## src/rtl/adder_arbiter_if.sv

```systemverilog
// Request/result bus between up to four adder requesters and the shared
// adder_arbiter; the master side drives requests and consumes results.
interface adder_arbiter_if #(
    parameter int WIDTH = 8
);
    logic [3:0]         req;
    logic [4*WIDTH-1:0] req_a;
    logic [4*WIDTH-1:0] req_b;
    logic [3:0]         gnt;
    logic               res_valid;
    logic [1:0]         res_id;
    logic [WIDTH-1:0]   res_sum;
    logic               res_carry;
    logic               res_ready;
    logic               busy;
    logic [7:0]         op_count;

    modport master (
        output req, req_a, req_b, res_ready,
        input  gnt, res_valid, res_id, res_sum, res_carry, busy, op_count
    );

    modport slave (
        input  req, req_a, req_b, res_ready,
        output gnt, res_valid, res_id, res_sum, res_carry, busy, op_count
    );
endinterface

```

## src/rtl/adder_arbiter.sv

```systemverilog
// Round-robin arbiter in front of a single WIDTH-bit adder: IDLE captures the
// winner's operands, CALC registers the sum, HOLD presents it until consumed.
module adder_arbiter #(
    parameter int WIDTH = 8
) (
    input  logic           clk,
    input  logic           reset_n,
    adder_arbiter_if.slave bus
);
    typedef enum logic [1:0] {
        IDLE = 2'd0,
        CALC = 2'd1,
        HOLD = 2'd2
    } state_t;

    state_t           r_state;
    state_t           w_next;
    logic [1:0]       r_last_grant;
    logic [1:0]       r_idx;
    logic [WIDTH-1:0] r_a;
    logic [WIDTH-1:0] r_b;
    logic [WIDTH-1:0] r_sum;
    logic             r_carry;
    logic             r_valid;
    logic [1:0]       r_id;
    logic [7:0]       r_op_count;

    logic [1:0]       w_win_idx;
    logic [1:0]       w_cand;
    logic             w_win_found;
    logic [WIDTH:0]   w_full_sum;

    // Search begins one past the last grant and wraps through all four slots.
    always_comb begin
        w_win_idx   = r_last_grant;
        w_win_found = 1'b0;
        w_cand      = '0;
        for (int unsigned k = 1; k <= 4; k++) begin
            w_cand = r_last_grant + 2'(k);
            if (!w_win_found && bus.req[w_cand]) begin
                w_win_idx   = w_cand;
                w_win_found = 1'b1;
            end
        end
    end

    always_comb begin
        w_next = r_state;
        case (r_state)
            IDLE:    if (w_win_found) w_next = CALC;
            CALC:    w_next = HOLD;
            HOLD:    if (bus.res_ready) w_next = IDLE;
            default: w_next = IDLE;
        endcase
    end

    always_ff @(posedge clk or negedge reset_n) begin
        if (!reset_n) r_state <= IDLE;
        else          r_state <= w_next;
    end

    assign w_full_sum = {1'b0, r_a} + {1'b0, r_b};

    always_ff @(posedge clk or negedge reset_n) begin
        if (!reset_n) begin
            r_last_grant <= 2'd3;
            r_idx        <= '0;
            r_a          <= '0;
            r_b          <= '0;
            r_sum        <= '0;
            r_carry      <= 1'b0;
            r_valid      <= 1'b0;
            r_id         <= '0;
            r_op_count   <= '0;
        end else begin
            case (r_state)
                IDLE: begin
                    if (w_win_found) begin
                        r_idx        <= w_win_idx;
                        r_last_grant <= w_win_idx;
                        r_a          <= bus.req_a[w_win_idx*WIDTH +: WIDTH];
                        r_b          <= bus.req_b[w_win_idx*WIDTH +: WIDTH];
                    end
                end
                CALC: begin
                    r_sum   <= w_full_sum[WIDTH-1:0];
                    r_carry <= w_full_sum[WIDTH];
                    r_id    <= r_idx;
                    r_valid <= 1'b1;
                end
                HOLD: begin
                    if (bus.res_ready) begin
                        r_valid    <= 1'b0;
                        r_op_count <= r_op_count + 8'd1;
                    end
                end
                default: ;
            endcase
        end
    end

    always_comb begin
        bus.gnt = '0;
        if (r_state == CALC) bus.gnt = 4'b0001 << r_idx;
    end

    assign bus.busy      = (r_state != IDLE);
    assign bus.res_valid = r_valid;
    assign bus.res_id    = r_id;
    assign bus.res_sum   = r_sum;
    assign bus.res_carry = r_carry;
    assign bus.op_count  = r_op_count;
endmodule

```

## src/flat_wrapper.sv

```systemverilog
// flat-port wrapper written by rule: the top's interface ports become plain ports
module adder_arbiter_flat 
#(
    parameter int WIDTH = 8
)
  (clk, reset_n, bus_req, bus_req_a, bus_req_b, bus_res_ready, bus_gnt, bus_res_valid, bus_res_id, bus_res_sum, bus_res_carry, bus_busy, bus_op_count);
  adder_arbiter_if #(.WIDTH(WIDTH)) bus_i ();
  input  logic clk;
  input  logic reset_n;
  input wire logic [$bits(bus_i.req)-1:0] bus_req;
  input wire logic [$bits(bus_i.req_a)-1:0] bus_req_a;
  input wire logic [$bits(bus_i.req_b)-1:0] bus_req_b;
  input wire logic [$bits(bus_i.res_ready)-1:0] bus_res_ready;
  output wire logic [$bits(bus_i.gnt)-1:0] bus_gnt;
  output wire logic [$bits(bus_i.res_valid)-1:0] bus_res_valid;
  output wire logic [$bits(bus_i.res_id)-1:0] bus_res_id;
  output wire logic [$bits(bus_i.res_sum)-1:0] bus_res_sum;
  output wire logic [$bits(bus_i.res_carry)-1:0] bus_res_carry;
  output wire logic [$bits(bus_i.busy)-1:0] bus_busy;
  output wire logic [$bits(bus_i.op_count)-1:0] bus_op_count;
  assign bus_i.req = bus_req;
  assign bus_i.req_a = bus_req_a;
  assign bus_i.req_b = bus_req_b;
  assign bus_i.res_ready = bus_res_ready;
  assign bus_gnt = bus_i.gnt;
  assign bus_res_valid = bus_i.res_valid;
  assign bus_res_id = bus_i.res_id;
  assign bus_res_sum = bus_i.res_sum;
  assign bus_res_carry = bus_i.res_carry;
  assign bus_busy = bus_i.busy;
  assign bus_op_count = bus_i.op_count;
  adder_arbiter #(.WIDTH(WIDTH)) u_core (.clk(clk), .reset_n(reset_n), .bus(bus_i));
endmodule
```

## config.mk

```make
export PLATFORM = sky130hd
export DESIGN_NAME = adder_arbiter_flat
export DESIGN_NICKNAME = d
export VERILOG_FILES = /design/src/rtl/adder_arbiter_if.sv /design/src/rtl/adder_arbiter.sv /design/src/flat_wrapper.sv
export SDC_FILE = /design/constraint.sdc
export NUM_CORES = 1
export LEC_CHECK = 0
export CAP_MARGIN = 40
export CORE_MARGIN = 3
export CORE_UTILIZATION = 30
export CTS_BUF_LIST = sky130_fd_sc_hd__clkbuf_8
export DETAILED_ROUTE_END_ITERATION = 6
export HOLD_SLACK_MARGIN = 0.1
export PLACE_DENSITY_LB_ADDON = 0.08
export REMOVE_ABC_BUFFERS = 1
export SYNTH_ARGS = -nofsm -noshare
export SYNTH_HDL_FRONTEND = slang
export SYNTH_SLANG_ARGS = --single-unit
```

## constraint.sdc

```tcl
create_clock -name clk -period 2.2 [get_ports clk]
set_clock_uncertainty 0.05 [all_clocks]
set_input_delay 0.66 -clock clk [delete_from_list [all_inputs] [get_ports clk]]
set_output_delay 0.66 -clock clk [all_outputs]
set_load 0.02 [all_outputs]
```

### Word level (Yosys, flattened, before mapping)

Index checks and enable logic that the tools add are counted.

* mux-type cells: 22
* reductions and logical operators: 13
* eq/ne operators: 4
* $add $sub $neg: 5
* shift-type cells: 3
* order comparisons: 4

Operators by type and width (count)
* $shiftx 32x6->8: 2
* $lt 2x3->1 const B: 4
* $mux 2: 6
* $add 8x8->9: 1
* $mux 1: 9
* $add 8x1->8 const B: 1
* $bmux 1 s2: 4
* $reduce_and 2->1: 4
* $pmux 2 s3: 1
* $add 2x2->2 const B: 2
* $mux 4: 1
* $reduce_bool 2->1: 2
* $shl 1x2->4 const A: 1
* $logic_and 1x1->1: 3
* $logic_not 1->1: 3
* $add 2x1->2 const B: 1
* $eq 2x1->1 const B: 1
* $eq 2x2->1 const B: 1
* $logic_not 2->1: 1
* $ne 2x1->1 const B: 1
* $ne 2x2->1 const B: 1
* $pmux 1 s2: 1

* input port bits: 71
* register bits: 42
* logic and storage cells: 61
* output and inout bits: 25

### Depth between registers and ports, before layout

* word-level depth: 15
* mapped depth: 7
* depth with buffers taken out: 7

### Worst setup path before layout

No wires, ideal clock.

* path kind: register to output
* start point: register u_core.r_state[1]
* end point: output port bus_gnt[2]
* required time: 1.490 ns
* path slack: 0.183 ns
* data arrival time: 1.307 ns
* path buffers: 1
* stages on the path, launching flop included: 4
* path through: dfrtp_1 > nand2b_1 > clkbuf_1 > nor3b_1

* word-level cells in the longest chain between the ends: 2

Ends and longest elaborated chain
* from (decl): RTL line adder_arbiter.sv:16 `state_t r_state;`
* from (signal assigned): RTL line adder_arbiter.sv:59 `else r_state <= w_next;`
* $eq 2x1->1: RTL line adder_arbiter.sv:104 `if (r_state == CALC) bus.gnt = 4'b0001 << r_idx;`
* $mux 4: RTL line adder_arbiter.sv:104
* to (decl): RTL line flat_wrapper.sv:14 `output wire logic [$bits(bus_i.gnt)-1:0] bus_gnt;`

No other way between the ends.

### Worst setup path in the final report

* start point: register u_core.r_state[0]
* end point: output port bus_busy

* word-level cells in the longest chain between the ends: 1

Ends and longest elaborated chain
* $reduce_bool 2->1: RTL line adder_arbiter.sv:107 `assign bus.busy = (r_state != IDLE);`
* to (decl): RTL line flat_wrapper.sv:19 `output wire logic [$bits(bus_i.busy)-1:0] bus_busy;`

No other way between the ends.

==> results.tsv <==
metric	value	unit
antenna_found_initial	0	
yosysSeqAreaShare	38.62	%
dr.pass1.iters	4	
timing.final.max_slew_violations	0	
layout-drive-gt1-share	18.09	%
seq_power_share	26.0	%
setup_viol	0	
coreArea	0.008763	mm^2
met2_wirelength	3259	um
routed_wl	7099	um
fp.dieH	101.4	um
rsz0062_at_grt	no	
top_layer_used	met4	
synthXorXnorAreaFrac	3.853	%
worstSetupPathType	reg -> out	
worstMarginPinSlew	0.3051	ns
post_cts_buffers	0	
holdBufCountCts	0	
synth.area.top_cells	dfrtp_1 (37%), and3_1 (7.8%), a211oi_1 (6.3%)	
synthSimpleGateAreaFrac	21.19	%
min_period	2.124	ns
ys_ff_latch	42	
relSlewSlack	79.54	%
pwr-share-clk	11.0	%
fmax	470.9	MHz
ctsRootBufferMaster	clkbuf_8	
cp_max_fo	4	
dp.cells	476	
power_switching	2.393	mW
route.antenna.remaining_nets	0	
vias_per_cell	4.853	
period_share	96.53	%
synthMuxAreaShare	1.651	%
layout_setup_ws	0.07631	ns
required	1.49	ns
start_util	31.13	%
synth-edff-count	0	
grt_overflow	0	
power_density	1398	mW/mm^2
post_drt_wl_per_cell	14.67	um
synth_top_family_by_area	compound AO/OA/AOI/OAI gates	
synth_area_leader_cell	dfrtp_1	
mostFrequentLayoutCell	clkdlybuf4s50_1	
min_path_type	in -> async	
grt_pass1_vias	2312	
io_pins	96	
seq_area	0.001054	mm^2
end_kind	output pin	
ys_types	48	
wl_met3	442	um
synth_top_area_share	36.70	%
synth_cells	273	
syn_avg_cell_area	9.991	um^2
portBuffers	95	
met1_length	3326	um
die_area	0.01027	mm^2
synth_flop_cell	dfrtp_1	
synthAdderAreaFrac	4.862	%
worst-endpoint-arrival	1.41	ns
fin_nets	456	
drc	0	
hold_violations	0	
via_count	2349	
die_w	101.4	um
cts_buffers	5	
status	finished, final reports clean	
place_ws	-0.2608	ns
multi_input_area	0.001531	mm^2
ys_warn_count	0	
internal_power	3.136	mW
p_leak	1.717	nW
numClockSinks	42	
num_antenna_cells	0	
drtIter0Drc	47	
clock_path_buffers	2	
finalSetupTns	0	ns
fin_hold_ws	0.2726	ns
cts_tree	yes	
rows	34	
clk_pin_slew	0.08	ns
clock_latency	0.29	ns
place_congestion	0.7531	
peakVddDrop	0.0004924	V
syn_area	0.002728	mm^2
ys_async_sr_fraction	100.0	%
layout-area-overhead-vs-synth	45.00	%
grt_pass1_wl	11610	um
h-tree-depth	2	
synth_compound_area_share	24.08	%
hpwl	5535	um
final_cell_mix	clkdlybuf4s50_1 (89), dfrtp_1 (40), nand2_1 (38), and3_1 (34), a211oi_1 (22)	
start_kind	register	
swShare	43.28	%
p_comb_share	63.0	%
fin_cells	484	
grt_max_degree	43	
max_cap_violations	0	
track_usage	14.18	%
fillers	863	
==> sequential cells by signal, indices dropped and copies added (netlist names) <==
signal,flops
u_core.bus.op_count,8
u_core.bus.res_sum,8
u_core.r_a,8
u_core.r_b,8
u_core.bus.res_id,2
u_core.r_idx,2
u_core.r_last_grant,2
u_core.r_state,2
u_core.bus.res_carry,1
u_core.bus.res_valid,1
==> synth_stat cells, types with 2 or more instances <==
| cell type | count |
|---|---|
| dfrtp_1 | 40 |
| nand2_1 | 38 |
| and3_1 | 34 |
| a211oi_1 | 23 |
| nor2_1 | 11 |
| a211oi_2 | 10 |
| o31ai_2 | 10 |
| ha_1 | 9 |
| o21ai_0 | 7 |
| o31ai_1 | 7 |
| xnor2_1 | 7 |
| buf_6 | 6 |
| buf_2 | 5 |
| nor3_1 | 5 |
| xor2_1 | 5 |
| a21oi_1 | 4 |
| clkbuf_1 | 4 |
| inv_1 | 4 |
| mux2_2 | 4 |
| nand3_1 | 4 |
| nand2b_1 | 3 |
| a21o_1 | 2 |
| clkbuf_2 | 2 |
| dfstp_2 | 2 |
| nor2b_1 | 2 |
| o211ai_1 | 2 |
| o21a_1 | 2 |
==> cell families after synthesis <==
group | after synthesis
and+or+nand+nor | 108
AOI/OAI and AO/OA | 74
muxes | 4
buffers and inverters | 23
xor gates and xnor gates | 12
DFF | 42
adders and majority gates | 10
==> power groups by stage <==
stage | registers, mW | logic (mW) | clock network, mW
finish | 1.44 | 3.48 | 0.607
global route | 1.49 | 3.85 | 0.664
CTS | 1.44 | 3.52 | 0.636
detailed placement | 1.46 | 3.53 | 0
global placement | 1.45 | 3.49 | 0
floorplan | 1.57 | 2.04 | 0
==> timing repair <==
action / CTS / global route
hold endpoints to repair: 0 / 0
gates resized for setup: 7 / 9
setup endpoints to repair: 5 / 7
==> final timing paths <==
kind | startpoint | to | slack [ns] | cells after the start
max in group asynchronous | reset_n | u_core.r_last_grant[1]$_DFFE_PN1P_ | 1.55 | 2
hold reg to reg | u_core.bus.res_id[0]$_DFFE_PN0P_ | u_core.bus.res_id[0]$_DFFE_PN0P_ | 0.43 | 2
setup / recovery | u_core.r_state[0]$_DFFE_PN0P_ | bus_busy | 0.08 | 3
setup reg to reg | u_core.r_b[0]$_DFFE_PN0P_ | u_core.bus.res_carry$_DFFE_PN0P_ | 0.12 | 7
hold / removal | reset_n | u_core.bus.res_sum[4]$_DFFE_PN0P_ | 0.27 | 2
min in group clk | u_core.bus.res_id[0]$_DFFE_PN0P_ | u_core.bus.res_id[0]$_DFFE_PN0P_ | 0.43 | 2
==> worst max-delay path, cell delays in order, from the launching register on <==
cell and delay [ns]:
dfrtp_1 0.40, buf_4 0.15, or2_1 0.25, dlygate4sd2_1 0.33
==> per-layer routing <==
metal | vias up | global-route usage [%]
met2 | 66 | 22.94
met3 | 5 | 3.375
li1 | 1205 | -
met1 | 1073 | 19.20
met4 | 0 | 3.374
met5 | - | 0
==> per-stage QoR <==
stage | total power, mW | area (um^2) | util [%]
after global routing | 6.004 | 3955 | 45.13
final | 5.530 | 3955 | 45.13
after detailed placement | 4.985 | 3844 | 43.86
after global placement | 4.935 | 3844 | 43.86
after CTS | 5.599 | 3951 | 45.09
after floorplan | 3.614 | 2590 | -
==> area by class of cell <==
type	count	share of cell area, %
multi-input cells	208	38.72
repair buffers	113	27.97
flip-flops and latches	42	26.64
well taps	108	3.417
clock buffers	5	1.740
clock inverters	3	1.044
inverters	5	0.4745
Power figures use the tool's default switching activity.
